## src/rtl/rounding_unit.sv

```systemverilog
// Two-stage IEEE-style mantissa rounding: S1 decides the increment and the
// inexact flag, S2 adds and renormalises. Valid/ready handshake on both sides.
module rounding_unit #(
   parameter int unsigned DataSize = 24,
   parameter int unsigned ExpSize  = 8
) (
   input  logic                clk,
   input  logic                rst_n,
   input  logic                InValid,
   output logic                InReady,
   input  logic [DataSize-1:0] InData,
   input  logic                Guard,
   input  logic                Round,
   input  logic                Sticky,
   input  logic                Sign,
   input  logic [ExpSize-1:0]  Exponent,
   input  logic [1:0]          RoundMode,
   output logic                OutValid,
   input  logic                OutReady,
   output logic [DataSize-1:0] RoundedData,
   output logic [ExpSize-1:0]  OutExponent,
   output logic                OutSign,
   output logic                Inexact,
   output logic                Overflow
);

   typedef enum logic [1:0] {
      RNE = 2'b00,
      RTZ = 2'b01,
      RUP = 2'b10,
      RDN = 2'b11
   } round_mode_t;

   // S1 registers
   logic                s1_valid;
   logic [DataSize-1:0] s1_data;
   logic [ExpSize-1:0]  s1_exp;
   logic                s1_sign;
   logic                s1_inc;
   logic                s1_inexact;

   logic s2_load;
   logic in_fire;

   assign s2_load  = ~OutValid | OutReady;
   assign InReady  = ~s1_valid | s2_load;
   assign in_fire  = InValid & InReady;

   // S1 decision logic
   logic special;
   logic any_lost;
   logic inc_raw;

   always_comb begin
      special  = &Exponent;
      any_lost = Guard | Round | Sticky;
      inc_raw  = 1'b0;
      case (round_mode_t'(RoundMode))
         RNE:     inc_raw = Guard & (InData[0] | Round | Sticky);
         RTZ:     inc_raw = 1'b0;
         RUP:     inc_raw = ~Sign & any_lost;
         RDN:     inc_raw = Sign & any_lost;
         default: inc_raw = 1'b0;
      endcase
   end

   always_ff @(posedge clk or negedge rst_n) begin
      if (!rst_n) begin
         s1_valid   <= 1'b0;
         s1_data    <= '0;
         s1_exp     <= '0;
         s1_sign    <= 1'b0;
         s1_inc     <= 1'b0;
         s1_inexact <= 1'b0;
      end else if (in_fire) begin
         s1_valid   <= 1'b1;
         s1_data    <= InData;
         s1_exp     <= Exponent;
         s1_sign    <= Sign;
         s1_inc     <= inc_raw & ~special;
         s1_inexact <= any_lost & ~special;
      end else if (s2_load) begin
         s1_valid   <= 1'b0;
      end
   end

   // S2 add and renormalise; Inf/NaN inputs never increment, so no carry
   logic [DataSize:0]   sum;
   logic                carry;
   logic [ExpSize-1:0]  exp_inc;
   logic [DataSize-1:0] norm_data;
   logic [ExpSize-1:0]  norm_exp;
   logic                ovf;

   always_comb begin
      sum       = {1'b0, s1_data} + (DataSize+1)'(s1_inc);
      carry     = sum[DataSize];
      exp_inc   = s1_exp + ExpSize'(1);
      norm_data = carry ? sum[DataSize:1] : sum[DataSize-1:0];
      norm_exp  = carry ? exp_inc : s1_exp;
      ovf       = carry & (&exp_inc);
   end

   always_ff @(posedge clk or negedge rst_n) begin
      if (!rst_n) begin
         OutValid    <= 1'b0;
         RoundedData <= '0;
         OutExponent <= '0;
         OutSign     <= 1'b0;
         Inexact     <= 1'b0;
         Overflow    <= 1'b0;
      end else if (s2_load) begin
         OutValid <= s1_valid;
         if (s1_valid) begin
            RoundedData <= norm_data;
            OutExponent <= norm_exp;
            OutSign     <= s1_sign;
            Inexact     <= s1_inexact;
            Overflow    <= ovf;
         end
      end
   end

endmodule

```

## config.mk

```make
export PLATFORM = sky130hd
export DESIGN_NAME = rounding_unit
export DESIGN_NICKNAME = d
export VERILOG_FILES = /design/src/rtl/rounding_unit.sv
export SDC_FILE = /design/constraint.sdc
export NUM_CORES = 1
export LEC_CHECK = 0
export ABC_AREA = 1
export ABC_CLOCK_PERIOD_IN_PS = 4730
export CORE_UTILIZATION = 50
export DETAILED_ROUTE_END_ITERATION = 8
export PLACE_DENSITY = 0.83
export SETUP_SLACK_MARGIN = 0.02
export SLEW_MARGIN = 20
export SYNTH_ARGS = -nofsm -noshare
export SYNTH_HDL_FRONTEND = slang
export SYNTH_SLANG_ARGS = --single-unit
```

## constraint.sdc

```tcl
create_clock -name clk -period 4.73 [get_ports clk]
set_clock_uncertainty 0.2 [all_clocks]
set_input_delay 0.473 -clock clk [delete_from_list [all_inputs] [get_ports clk]]
set_output_delay 0.473 -clock clk [all_outputs]
set_load 0.01 [all_outputs]
```

==> metrics.md, run 1 <==
| Metric | Value |
|---|---|
| CTS sink cnt | `72` |
| Fin crit share | `between 50% and 60%` |
| Final nets | `around 620` |
| Worst r2r src | `OutValid$_DFFE_PN0P_` |
| Least-Margin Pin Slew | `slightly below 0.8 ns` |
| Routed WL per cell | `~14 um` |
| Crit path arrival time | `2.79 ns` |
| Cell count after synthesis | `500` |
| Relative slew margins | `between 40 and 50%` |
| Post-synthesis area per instance | `between 7 and 8 sq um` |
| EDFF count, synth | `0` |
| Initial Util | `between 50% and 60%` |
| Initial DRC count | `just over 200` |
| Core area | `7250 sq um` |
| R2R setup slack | `approximately 2.2 ns` |
| CTS tree | `done` |
| Pwr Total | `around 1.9 mW` |
| Syn Nets | `546` |
| Worst-path fanout max | `46` |
| # DRC | `0` |
| GR peak layer | `met2` |
| Leakage power | `2.36 nW` |
| Required @ worst endpoint | `approximately 4.8 ns` |
| Met3 GRT Util | `between 3 and 4%` |
| First-pass GRT wire length | `15300 um` |
| I/O pins | `79` |
| Critical Path Sink Type | `flop` |
| R2r endpoint | `s1_inc$_DFFE_PN0P_` |
| H-tree depth | `3` |
| Setup violations, final | `0` |
| PwrDens | `between 300 and 400 nW/um^2` |
| Post-route ant nets | `0` |
| IO buf count | `78` |
| Share of cells above drive strength 1 | `roughly 7.7%` |
| Hold WS | `-0.0144 ns` |
| GRT Util Overall | `about a quarter` |
| First-pass iteration count of the detailed router | `5` |
| DRT Wirelength | `9290 um` |
| Synth async-reset ratio | `100%` |
| Synth top area cells | `dfrtp_1 (48%), nand2_1 (24%), nand3_1 (4.1%)` |
| WS Path Type | `input pin to flop` |
| Achievable frequency | `369 MHz` |
| Status | `finished, violations left` |
| CTS clk-pin slew, worst paths | `about 0.08 ns` |
| Post-synth top area cell | `dfrtp_1` |
| Top_reg_cell synth | `dfrtp_1` |
| PostCTS Resize Cnt | `0` |
| Final Hold Vio Count | `20` |
| Ys Warns | `0` |
| Ant. Diodes | `0` |
| Worst R2R Path Depth | `5` |
| CP most frequent cell | `o21ai_0` |
| Worst hold path type | `input pin to async pin` |
| RSZ-0062 raised after global routing | `no` |
| Mapped Area | `~3800 sq um` |
| CP bufs+invs | `3` |
| Met1 Use GR | `37.6%` |
| Crit path max-delay family | `buffers and inverters` |
| Slowest CP cell | `inv_2` |
| Clk_lat worst skew | `around 0.35 ns` |
| Fin Setup TNS | `0 ns` |
| Distinct cell type count after synthesis | `25` |
| Top cell type's share of synthesized area | `between 40% and 50%` |
| Vias | `around 3.4k` |
| Slew Limit Fails | `0` |
| Crit-path cells | `clkdlybuf4s50_1 -> inv_1 -> nand3_1 -> nand2_1 -> inv_2 -> o21ai_0 -> o21ai_0` |
| Vias in the first global route | `between 3k and 4k` |
| Max incr delay on CP | `0.70 ns` |
| Largest net degree at the start of global routing | `between 40 and 50` |
| Post-synthesis sequential area ratio | `between 40% and 50%` |
| Die area | `around 8000 sq um` |
| Total grt overflow | `0` |
| Die Y | `between 80 and 90 um` |
| CTS Buf Count | `9` |
| Tmin final | `2.71 ns` |
| Synth-to-Final Area Change | `27.8%` |
| Clock Path Buffers | `2` |
| Setup Buffers After CTS | `0` |
| Filler Cell Count | `between 600 and 700` |
| Routed vias/inst | `roughly 5.0` |
| Yosys reg bits | `between 70 and 80` |
| Root buf cell | `clkbuf_8` |
| Width of the chip | `just under 90 um` |
| Failing checks | `negative hold slack` |
| Antenna violations before repair | `0` |
| GRT met2 Usage | `between 30% and 40%` |
| # rows | `31` |
| RePlAce Congestion | `between 0.9 and 1` |
| Worst vdd ir | `around 0.00017 V` |
| Hpwl dp | `7060 um` |
| Worst setup SP type | `input pin` |
| Hold buffer count at CTS | `0` |
| Max-Cap Viols | `0` |
[logic make-up (layout without fill, tap and decap cells)]
group                      after synthesis  after routing  synth area share [%]
xor gates and xnor gates                14             14                  3.26
DFF                                     72             72                  47.9
buffers and inverters                   47            130                  5.02
and+or+nand+nor                        333            333                  38.3
adders and majority gates                4              4                  1.33
AOI/OAI and AO/OA                       30             30                  4.13
[metal layers]
metal / wire length [um] / share of wire [%]
met1: 4470 / 48
met2: 4160 / 45
met3: 495 / 5.3
met4: 165 / 1.8
met5: 0 / 0
[stage by stage]
stage | cell area (sq um) | hold WS [ns] | utilization (%) | std cells | setup WS (ns)
3_3_place_gp | 4610 | 0.262 | 63.6 | 666 | 1.84
2_1_floorplan | 3760 | -0.0226 | - | 500 | 2.94
6_report | 4810 | -0.0144 | 66.3 | 682 | 2.02
4_1_cts | 4810 | 0.00209 | 66.3 | 682 | 2.02
3_5_place_dp | 4610 | 0.264 | 63.6 | 666 | 1.66
5_1_grt | 4810 | 0.0314 | 66.3 | 682 | 1.71
[report_power, final]
part | switching [mW] | internal, mW | leakage (nW)
combinational | 0.284 | 0.286 | 1.38
clock | 0.237 | 0.232 | 0.0906
sequential | 0.115 | 0.750 | 0.890
[cell usage after synthesis (all sizes together) (4+ instances only)]
| cell | n |
|---|---|
| clkbuf | 8 |
| o21ai | 29 |
| nor2 | 40 |
| ha | 4 |
| nand3 | 36 |
| nand3b | 5 |
| nand2 | 245 |
| xnor2 | 7 |
| inv | 34 |
| xor2 | 7 |
| dfrtp | 72 |
| nand4 | 4 |
| buf | 5 |
[area by class of cell]
cell class	instances	area [sq um]	area share (%)
clock buffer	12	165	3.44
clock inverter	4	27.5	0.573
inverter	34	128	2.66
multi-input combinational	381	1770	36.8
sequential	72	1800	37.5
tap	99	124	2.58
timing repair buffer	80	791	16.5
[worst max-delay path by stage]
stage                                 startpoint                     endpoint  slack, ns  cells past startpoint
after CTS                               OutReady           s1_inc$_DFFE_PN0P_       2.02                      7
after global routing                    OutReady           s1_inc$_DFFE_PN0P_       1.71                      7
after global placement                  OutReady           s1_inc$_DFFE_PN0P_       1.84                      7
after detailed placement                OutReady           s1_inc$_DFFE_PN0P_       1.66                      7
after floorplan           s1_data[0]$_DFFE_PN0P_  RoundedData[13]$_DFFE_PN0P_       2.94                     11
final                                   OutReady           s1_inc$_DFFE_PN0P_       2.02                      7
[flip-flops by register name, indices dropped and copies added (netlist names)]
| name | cells |
|---|---|
| s1_valid | 1 |
| OutSign | 1 |
| Overflow | 1 |
| s1_data | 24 |
| s1_inexact | 1 |
| Inexact | 1 |
| s1_exp | 8 |
| OutValid | 1 |
| s1_inc | 1 |
| s1_sign | 1 |
| OutExponent | 8 |
| RoundedData | 24 |
[layout by cell type (no fill, tap or decap), types with 12 or more instances in the layout]
| cell | n |
|---|---|
| inv_1 | 31 |
| dfrtp_1 | 72 |
| nor2_1 | 32 |
| clkbuf_8 | 12 |
| clkdlybuf4s50_1 | 77 |
| nand2_1 | 237 |
| o21ai_0 | 28 |
| nand3_1 | 31 |
Power figures use the tool's default switching activity.
==> inputs of run 2 (changes only) <==
--- a/config.mk
+++ b/config.mk
@@ -6,10 +6,10 @@
 export NUM_CORES = 1
 export LEC_CHECK = 0
 export ABC_AREA = 1
-export ABC_CLOCK_PERIOD_IN_PS = 4730
-export CORE_UTILIZATION = 50
+export ABC_CLOCK_PERIOD_IN_PS = 2400
+export CORE_UTILIZATION = 46
 export DETAILED_ROUTE_END_ITERATION = 8
-export PLACE_DENSITY = 0.83
+export PLACE_DENSITY = 0.81
 export SETUP_SLACK_MARGIN = 0.02
 export SLEW_MARGIN = 20
 export SYNTH_ARGS = -nofsm -noshare
==> constraint.sdc (replaced) <==
create_clock -name clk -period 2.4 [get_ports clk]
set_clock_uncertainty 0.2 [all_clocks]
set_input_delay 0.24 -clock clk [delete_from_list [all_inputs] [get_ports clk]]
set_output_delay 0.24 -clock clk [all_outputs]
set_load 0.01 [all_outputs]
==> run 2 against run 1 <==
Net effect:
- the run now ends clean
- non-clock buffer count grew 5
- sequential share of layout area shrank 0.36 points
- clock power grew 88%
- total power grew 96%
- worst setup slack lost 1.7 ns
- first-iteration DRC count shrank 7.9%
- count of clock-buffer cells in the layout shrank 1
- combinational power grew 100%
- register-to-register slack lost 1.9 ns
- routed wire length shrank 0.86%
==> metrics.md, run 2 (same netlist as run 1, synthesis figures left out) <==
| Metric | Value |
|---|---|
| Fin crit share | `about 85%` |
| Design area | `around 4900 sq um` |
| Routed WL per cell | `about 13 um` |
| Crit path max-delay family | `simple AND/OR/NAND/NOR gates` |
| Largest net degree at the start of global routing | `38` |
| Leakage power | `roughly 2.4 nW` |
| Non-filler cells in the finished layout | `between 600 and 700` |
| Worst vdd ir | `0.000247 V` |
| Max-Cap Viols | `0` |
| # rows | `32` |
| CTS Buf Count | `9` |
| Setup Buffers After CTS | `0` |
| Root buf cell | `clkbuf_8` |
| Total grt overflow | `0` |
| CTS sink cnt | `just over 70` |
| Core area | `approximately 7800 sq um` |
| Routed vias/inst | `between 4 and 5` |
| First-pass iteration count of the detailed router | `5` |
| Relative slew margins | `between 60% and 70%` |
| IO buf count | `78` |
| Slew Limit Fails | `0` |
| DP Cell Count | `673` |
| Crit path arrival time | `roughly 2.1 ns` |
| Required @ worst endpoint | `about 2.5 ns` |
| Initial Util | `about half` |
| H-tree depth | `3` |
| Setup violations, final | `0` |
| RSZ-0062 raised after global routing | `no` |
| CP bufs+invs | `1` |
| GRT Util Overall | `between 20% and 30%` |
| Worst setup SP type | `flop` |
| Initial DRC count | `roughly 190` |
| Die area | `~8500 sq um` |
| Final nets | `629` |
| CTS clk-pin slew, worst paths | `about 0.08 ns` |
| Share of cells above drive strength 1 | `about 8.3%` |
| Slowest CP cell | `dfrtp_1` |
| Status | `finished, final reports clean` |
| Commonest non-fill, non-tap cell in the layout | `nand2_1` |
| CP most frequent cell | `nand2_1` |
| Hpwl dp | `7200 um` |
| Clk_lat worst skew | `0.35 ns` |
| Filler Cell Count | `722` |
| Antenna violations before repair | `0` |
| Post-route ant nets | `0` |
| Ant. Diodes | `0` |
| # DRC | `0` |
| PwrDens | `768 nW/um^2` |
| Vias in the first global route | `3213` |
| Pwr Total | `~3.7 mW` |
| I/O pins | `79` |
| First-pass GRT wire length | `about 16000 um` |
| RePlAce Congestion | `between 0.8 and 0.9` |
| Biggest regs | `RoundedData (24), s1_data (24)` |
| Leading cell types in the layout, fill and taps excluded | `nand2_1 (237), clkdlybuf4s50_1 (77), dfrtp_1 (72), nor2_1 (32)` |
| Worst-path fanout max | `11` |
| Tmin final | `2.04 ns` |
| Fin Setup TNS | `0 ns` |
| WS Path Type | `flop to flop` |
| Critical Path Sink Type | `flop` |
| Achievable frequency | `490 MHz` |
| Vias | `3413` |
| Final Hold Vio Count | `0` |
| CTS tree | `done` |
| DRT Wirelength | `slightly above 9000 um` |
| Clock Path Buffers | `2` |
| Worst hold path type | `input pin to async pin` |
| Placed cell areas | `approximately 4700 sq um` |
| Die Y | `~92 um` |
| Least-Margin Pin Slew | `~0.53 ns` |
| Max incr delay on CP | `0.36 ns` |
| Crit-path cells | `ha_1 -> ha_1 -> nand2_2 -> nor2_4 -> nand2_1 -> inv_2 -> nand3_2 -> nand3_1 -> nand2_1 -> nand2_1` |
| Synth-to-Final Area Change | `29.1%` |
| Width of the chip | `92.4 um` |
run 2: where the power goes:
part / switching (mW) / total (mW) / internal, mW
Clock: 0.453 / 0.880 / 0.428
Combinational: 0.560 / 1.14 / 0.575
Sequential: 0.232 / 1.71 / 1.48
run 2: repair_timing:
item,CTS,global route
hold buffers,1,0
hold endpoints to repair,23,0
resized for setup,0,0
run 2: worst paths after layout:
check	cells after the start	endpoint	slack, ns	from
hold reg to reg	2	RoundedData[9]$_DFFE_PN0P_	0.28	RoundedData[9]$_DFFE_PN0P_
hold / removal	2	RoundedData[11]$_DFFE_PN0P_	0.19	rst_n
min in group clk	3	s1_data[9]$_DFFE_PN0P_	0.22	InData[9]
max in group asynchronous	3	RoundedData[0]$_DFFE_PN0P_	1.07	rst_n
setup reg to reg	10	RoundedData[20]$_DFFE_PN0P_	0.36	s1_inc$_DFFE_PN0P_
setup / recovery	10	RoundedData[20]$_DFFE_PN0P_	0.36	s1_inc$_DFFE_PN0P_
run 2: per-layer routing:
layer,vias up,share of wire (%),global-route usage (%)
met5,-,0,0
met4,0,1.5,7.03
met3,11,4.8,4.60
met2,103,43,34.1
met1,1572,50,36.8
li1,1727,-,-
run 2: worst reg2reg max path, delay by kind of cell (launching register included):
family / cells / cell delay [ns]
AND/OR/NAND/NOR: 7 / 0.89
adder cells (fa/ha/maj): 2 / 0.38
flip-flops: 1 / 0.36
buffers and inverters: 1 / 0.14
run 2: cell type report:
class,count,area (sq um),area share (%)
sequential,72,1800,37.1
multi-input combinational,381,1770,36.5
timing repair buffer,85,843,17.4
clock buffer,11,151,3.12
inverter,34,128,2.63
tap,102,128,2.63
clock inverter,5,31.3,0.645
run 2: metrics by stage:
stage	worst slack, ns	hold WS (ns)	utilization, %
after global placement	0.495	0.0387	59.7
after floorplan	0.614	-0.256	-
after CTS	0.373	0.204	62.1
after global routing	0.104	0.217	62.1
final	0.359	0.193	62.1
after detailed placement	0.388	0.0558	59.7
